--- src/rtl/arm_mem_arbiter.sv ---
// arm_mem_arbiter: single-port memory arbiter between IF fetch and MEM load/store, one access outstanding
//   Params : ADDR_W (word address width), MEM_LAT (read latency 1..15), STARVE_MAX (1..15)
//   Macro  : ARM_MEM_ARB_STARVE_GUARD_EN enables the fetch anti-starvation guard
//   IF     : if_req/if_addr/if_flush in, if_rdata/if_valid/stall_if out
//   MEM    : mem_req/mem_addr/mem_we/mem_wdata in, mem_rdata/mem_valid/stall_mem out
//   Memory : m_en/m_addr/m_we/m_wdata out, m_rdata in (valid MEM_LAT cycles after m_en)
module arm_mem_arbiter #(
  parameter int ADDR_W     = 30,
  parameter int MEM_LAT    = 2,
  parameter int STARVE_MAX = 4
) (
  input  logic              clk,
  input  logic              rst,
  input  logic              if_req,
  input  logic [ADDR_W-1:0] if_addr,
  input  logic              if_flush,
  output logic [31:0]       if_rdata,
  output logic              if_valid,
  input  logic              mem_req,
  input  logic [ADDR_W-1:0] mem_addr,
  input  logic [3:0]        mem_we,
  input  logic [31:0]       mem_wdata,
  output logic [31:0]       mem_rdata,
  output logic              mem_valid,
  output logic              stall_if,
  output logic              stall_mem,
  output logic              m_en,
  output logic [ADDR_W-1:0] m_addr,
  output logic [3:0]        m_we,
  output logic [31:0]       m_wdata,
  input  logic [31:0]       m_rdata
);
  typedef enum logic [1:0] {IDLE, WAIT, RESP} state_t;
  state_t      r_state, w_next;
  logic [3:0]  r_cnt;
  logic        r_own, r_drop, r_wr;
  logic [31:0] r_if_rdata, r_mem_rdata;
  logic        w_if_elig, w_grant, w_grant_if, w_force, w_done;
  assign w_if_elig  = if_req & ~if_flush;
  assign w_grant    = (r_state == IDLE) & ~rst & (mem_req | w_if_elig);
  assign w_grant_if = w_force | ~mem_req;
  assign w_done     = (r_state == WAIT) & (r_cnt == 4'd1);
`ifdef ARM_MEM_ARB_STARVE_GUARD_EN
  logic [3:0] r_starve;
  assign w_force = (r_starve == 4'(STARVE_MAX)) & w_if_elig;
  // counts MEM grants that left an eligible fetch waiting
  always_ff @(posedge clk)
    if (rst) r_starve <= 4'd0;
    else if (w_grant) r_starve <= (~w_grant_if & w_if_elig) ? r_starve + 4'd1 : 4'd0;
`else
  assign w_force = 1'b0;
`endif
  always_ff @(posedge clk)
    if (rst) r_state <= IDLE;
    else r_state <= w_next;
  always_comb begin
    w_next = r_state;
    case (r_state)
      IDLE:    w_next = w_grant ? WAIT : IDLE;
      WAIT:    w_next = w_done ? RESP : WAIT;
      default: w_next = IDLE;
    endcase
  end
  always_ff @(posedge clk)
    if (rst) begin
      r_cnt       <= 4'd0;
      r_own       <= 1'b0;
      r_drop      <= 1'b0;
      r_wr        <= 1'b0;
      r_if_rdata  <= 32'd0;
      r_mem_rdata <= 32'd0;
    end else begin
      if (w_grant) begin
        r_own <= w_grant_if;
        r_wr  <= ~w_grant_if & (mem_we != 4'd0);
        r_cnt <= 4'(MEM_LAT);
      end
      if (r_state == WAIT) r_cnt <= r_cnt - 4'd1;
      if (w_done & r_own & ~r_drop & ~if_flush) r_if_rdata <= m_rdata;
      if (w_done & ~r_own & ~r_wr) r_mem_rdata <= m_rdata;
      if (r_state != IDLE & r_own & if_flush) r_drop <= 1'b1;
      if (r_state == RESP) r_drop <= 1'b0;
    end
  always_comb begin
    m_en      = w_grant;
    m_addr    = w_grant ? (w_grant_if ? if_addr : mem_addr) : '0;
    m_we      = (w_grant & ~w_grant_if) ? mem_we : 4'd0;
    m_wdata   = (w_grant & ~w_grant_if) ? mem_wdata : 32'd0;
    // a flush arriving during the response cycle still squashes the pulse
    if_valid  = ~rst & (r_state == RESP) & r_own & ~r_drop & ~if_flush;
    mem_valid = ~rst & (r_state == RESP) & ~r_own;
    if_rdata  = r_if_rdata;
    mem_rdata = r_mem_rdata;
    stall_if  = if_req & ~if_valid & ~if_flush;
    stall_mem = mem_req & ~mem_valid;
  end
endmodule

--- config.mk ---
export PLATFORM = sky130hd
export DESIGN_NAME = arm_mem_arbiter
export DESIGN_NICKNAME = d
export VERILOG_FILES = /design/src/rtl/arm_mem_arbiter.sv
export SDC_FILE = /design/constraint.sdc
export NUM_CORES = 1
export LEC_CHECK = 0
export BUFFER_PORTS_ARGS = -buffer_cell sky130_fd_sc_hd__buf_2
export CORE_ASPECT_RATIO = 0.7
export CORE_MARGIN = 5
export CORE_UTILIZATION = 35
export DETAILED_ROUTE_END_ITERATION = 12
export GPL_TIMING_DRIVEN = 0
export PLACE_DENSITY = 0.79
export SLEW_MARGIN = 20
export SYNTH_ARGS = -nofsm -noshare
export SYNTH_HDL_FRONTEND = slang
export SYNTH_SLANG_ARGS = --single-unit
--- constraint.sdc ---
create_clock -name clk -period 2.1 [get_ports clk]
set_input_delay 0.315 -clock clk [delete_from_list [all_inputs] [get_ports clk]]
set_output_delay 0.315 -clock clk [all_outputs]
set_load 0.02 [all_outputs]
# Word-level counts from Yosys, hierarchy flattened
# Cells that the tools add are included.
classes:
  n_mux: 9
  eq_ne: 3
  bitwise_logic: 30
  reduce_logical: 5
  add_sub_neg: 1
op_table:
  columns: ["operator", "count"]
  rows:
  - ["30-bit two-way mux", 2]
  - ["32-bit two-way mux", 1]
  - ["1-bit AND", 21]
  - ["4-bit two-way mux", 3]
  - ["1-bit NOT", 8]
  - ["4-bit by 1-bit equality test with 1-bit output, second input constant", 1]
  - ["2-bit case mux with 2 select lines", 1]
  - ["2-bit nonzero test", 2]
  - ["4-bit nonzero test", 1]
  - ["4-bit by 1-bit subtractor with 4-bit output, second input constant", 1]
  - ["2-bit by 1-bit equality test with 1-bit output, second input constant", 1]
  - ["2-bit equality test, second input constant", 1]
  - ["2-bit zero test", 1]
  - ["2-bit two-way mux", 1]
  - ["2-bit OR reduction", 1]
  - ["1-bit two-way mux", 1]
  - ["1-bit bitwise OR", 1]
word_totals:
  ff_bits: 73
  out_inout_bits: 135

# Depth between registers and ports, before layout
depth:
  word_depth: 8
  depth_mapped: 7
  ltp_nobuf: 5

# Least setup slack after synthesis
# No wires, ideal clock.
synth_timing:
  path_kind: "input to output"
  startpoint: "input rst"
  endpoint: "output m_addr[0]"
  slack_ns: 0.229
  arrival_ns: 1.556
  required_time_ns: 1.785
  cell_stages: 6
  path_buffers: 3
  path_cell_list: "clkbuf_1 -> clkbuf_1 -> nor3_1 -> o21ai_1 -> clkbuf_1 -> nor2_1"
synth_between:
  elab_chain_len: 4
synth_rtl:
  columns: ["item", "line_no", "rtl"]
  rows:
  - ["start, declared", "13", "input logic rst,"]
  - ["1-bit NOT", "40", "assign w_grant = (r_state == IDLE) & ~rst & (mem_req | w_if_elig);"]
  - ["1-bit AND (2 in series)", "40", null]
  - ["30-bit two-way mux", "86", "m_addr = w_grant ? (w_grant_if ? if_addr : mem_addr) : '0;"]
  - ["end, declared", "28", "output logic [ADDR_W-1:0] m_addr,"]
# Every way passes these cells.

# Worst setup path after layout
layout_timing:
  startpoint: "register r_cnt[0]"
  endpoint: "register r_if_rdata[4], in the netlist if_rdata[4]"
layout_between:
  elab_chain_len: 5
layout_rtl:
  columns: ["item", "line_no", "rtl"]
  rows:
  - ["start, declared", "35", "logic [3:0] r_cnt;"]
  - ["start signal, assigned", "76", "r_cnt <= 4'(MEM_LAT);"]
  - ["start signal, assigned", "78", "if (r_state == WAIT) r_cnt <= r_cnt - 4'd1;"]
  - ["4-bit by 1-bit equality test with 1-bit output", "42", "assign w_done = (r_state == WAIT) & (r_cnt == 4'd1);"]
  - ["1-bit AND", "42", null]
  - ["1-bit AND (3 in series)", "79", "if (w_done & r_own & ~r_drop & ~if_flush) r_if_rdata <= m_rdata;"]
  - ["end signal, assigned", "79", null]
  - ["end, declared", "37", "logic [31:0] r_if_rdata, r_mem_rdata;"]
# Every way passes these cells.
# A chain may end at the register's enable or synchronous reset.

==> metrics.txt <==
maximum root-to-sink buffer count 2; die span in x 135 um; Max-slew headroom 0.657; Via density 4.64; antenna violations before repair 1; CTS clk-pin slew, worst paths 60 ps; part of the cycle the worst path needs 0.975; placed cell area 5330 um^2; GRT Total Usage 0.197; CTS tree done; hold_sp mem_we[3]; synthesized flop and latch total 73; CORE AREA 10,500 um^2; Power Density 638 nW/um^2; GP Congestion 0.915; Critical Path Source Type flop; Area Overhead vs Synth 51.8%; I/O pins 268; Final Hold Fails 0; Synth Area in Compound Gates 0.0210; Die Height 97.4 um; CP arrival 2260 ps; worst skew pair latency 320 ps; Final Cell Area 5790 um^2; worst setup path class reg -> reg; minimum clock period after layout 2050 ps; status finished clean; Synth Area in Adders 0.00656; number of nets with antenna violations after routing 0; min-delay worst type in -> reg; PortBufs 266; CP required 2310 ps; Syn Inst Count 410; post-synthesis mux area share 0.247; Layout Skew 5.58 ps; DR WL/cell 15.9 um; sequential area share after synthesis 0.383; most frequent cells in the layout buf_2 (268), nand2b_1 (99), mux2i_1 (94); Synth Area in Simple Gates 0.297; # clock sinks 73; DRC 0; TritonCTS Buffers 9; share of cells above drive strength 1 0.457; Leak 0.00309 uW; 1st-iter DRT viols 99; reg2reg start r_cnt[0]$_SDFFE_PP0P_; synth unique cells 35; critical path peak fanout 10; effective utilization at floorplan 0.363; commonest non-fill, non-tap cell in the layout buf_2; total congestion overflow 0; main combinational cell family by area after synthesis simple AND/OR/NAND/NOR gates; endpoints failing setup 0; multi-input logic area 2230 um^2; Placement Rows 31; die area 13,100 um^2; Worst R2R Path Depth 6; Clk Tree Root Cell clkbuf_16; setup TNS 0 ps; worst vdd ir 0.444 mV; WL final 13,400 um; Worst Hold Depth 3; final HPWL from detailed placement 11,100 um; syn_nets 545; count of final max-slew check failures 0; warnings from Yosys 0; mapped cell area 3820 um^2; # fillers 969; Max Cap Violations 0; number of global-route vias before repair 4,151; fmax 488 MHz; xor/xnor share of the synthesized area 0.00230; nature of the critical path endpoint flop; drt pass-1 iters 4; average size of a mapped cell 9.31 um^2; register area 1460 um^2; start point of the critical path r_cnt[0]$_SDFFE_PP0P_; H-tree Lvls 3; first-pass GRT wire length 21,000 um; worst slew pin tran 515 ps; Final #Nets 827; largest net degree at the start of global routing 13; via count 3,924
==> through the flow <==
| stage | total power, uW | setup WS [ps] | utilization | instances | hold WS, ps |
|---|---|---|---|---|---|
| after global placement | 2040 | -590 | 0.507 | 824 | 451 |
| after CTS | 3740 | -58.9 | 0.546 | 845 | 238 |
| after detailed placement | 2050 | -639 | 0.507 | 824 | 461 |
| after global routing | 3870 | -5.01 | 0.551 | 845 | 270 |
| final | 3700 | 52.3 | 0.551 | 846 | 261 |
| after floorplan | 1790 | 229 | - | 410 | 441 |
==> per-layer routing <==
layer,vias to the layer above,track usage,routed length (um)
met5,-,0,0
met4,0,0.0399,189
met3,16,0.0668,1020
met2,157,0.350,6640
met1,1825,0.231,5570
li1,1926,-,-
==> worst paths after layout <==
kind,endpoint,slack (ps)
worst max-delay path,if_rdata[4]$_SDFFE_PP0P_,50
worst min-delay path,r_wr$_SDFFE_PP0P_,260
worst max register to register,if_rdata[4]$_SDFFE_PP0P_,50
worst min register to register,if_rdata[13]$_SDFFE_PP0P_,470
==> Yosys cell counts <==
master,n,area share
nand2b_1,99,0.16
mux2i_1,94,0.25
dfxtp_1,73,0.38
and2_1,36,0.059
nor2_1,33,0.032
clkbuf_1,24,0.024
buf_2,5,0.0066
nor3_1,5,0.0066
nor2b_1,4,0.0066
buf_6,3,0.0089
inv_1,3,0.0030
o21ai_1,3,0.0039
a211oi_1,2,0.0039
a21oi_1,2,0.0026
ha_1,2,0.0066
or3_1,2,0.0033
or4_1,2,0.0039
a221oi_1,1,0.0023
a311o_1,1,0.0026
buf_1,1,0.00098
inv_2,1,0.00098
nand2_1,1,0.00098
nand3_1,1,0.0013
nand3b_1,1,0.0020
nor3b_1,1,0.0020
nor4_1,1,0.0016
nor4_2,1,0.0033
nor4b_1,1,0.0023
nor4b_2,1,0.0039
o21a_1,1,0.0020
o21ai_0,1,0.0013
o41ai_1,1,0.0023
or3b_1,1,0.0023
or3b_4,1,0.0030
xor2_1,1,0.0023
==> state kept, by name, summed over array words and instances (netlist names) <==
register   cells
if_rdata      32
mem_rdata     32
r_cnt          4
r_state        2
r_drop         1
r_own          1
r_wr           1
==> where the power goes <==
part,switching (uW),internal (uW)
clock network,569,1070
logic,338,292
registers,23.1,1410
total,931,2770
==> worst max-delay path, cell delays in order (launching register included) <==
cell and delay [ps]:
dfxtp_1 400, ha_1 170, or3b_4 420, or4_4 490, buf_2 160, buf_6 160
mux2i_1 120
==> timing repair <==
action | in CTS | in global routing
pin swaps | 1 | 1
setup endpoints to repair | 97 | 109
setup buffers | 5 | 2
cloned | 1 | 0
hold buffers | 0 | 0
gates resized for setup | 15 | 26
==> cell type report <==
type                    instances  area share
clock inverters                 4      0.0132
clock buffers                  11      0.0419
well taps                     148      0.0320
flip-flops and latches         73       0.253
diodes                          2    0.000864
repair buffers                274       0.241
multi-input cells             300       0.385
plain buffers                  30      0.0307
inverters                       4     0.00259
==> cells by family after synthesis <==
logic type	after synthesis
xor gates and xnor gates	1
adders and majority gates	2
muxes	94
AOI/OAI and AO/OA	12
buffers and inverters	37
and+or+nand+nor	191
DFF	73
Note: power is estimated with default switching activity, not from simulation.
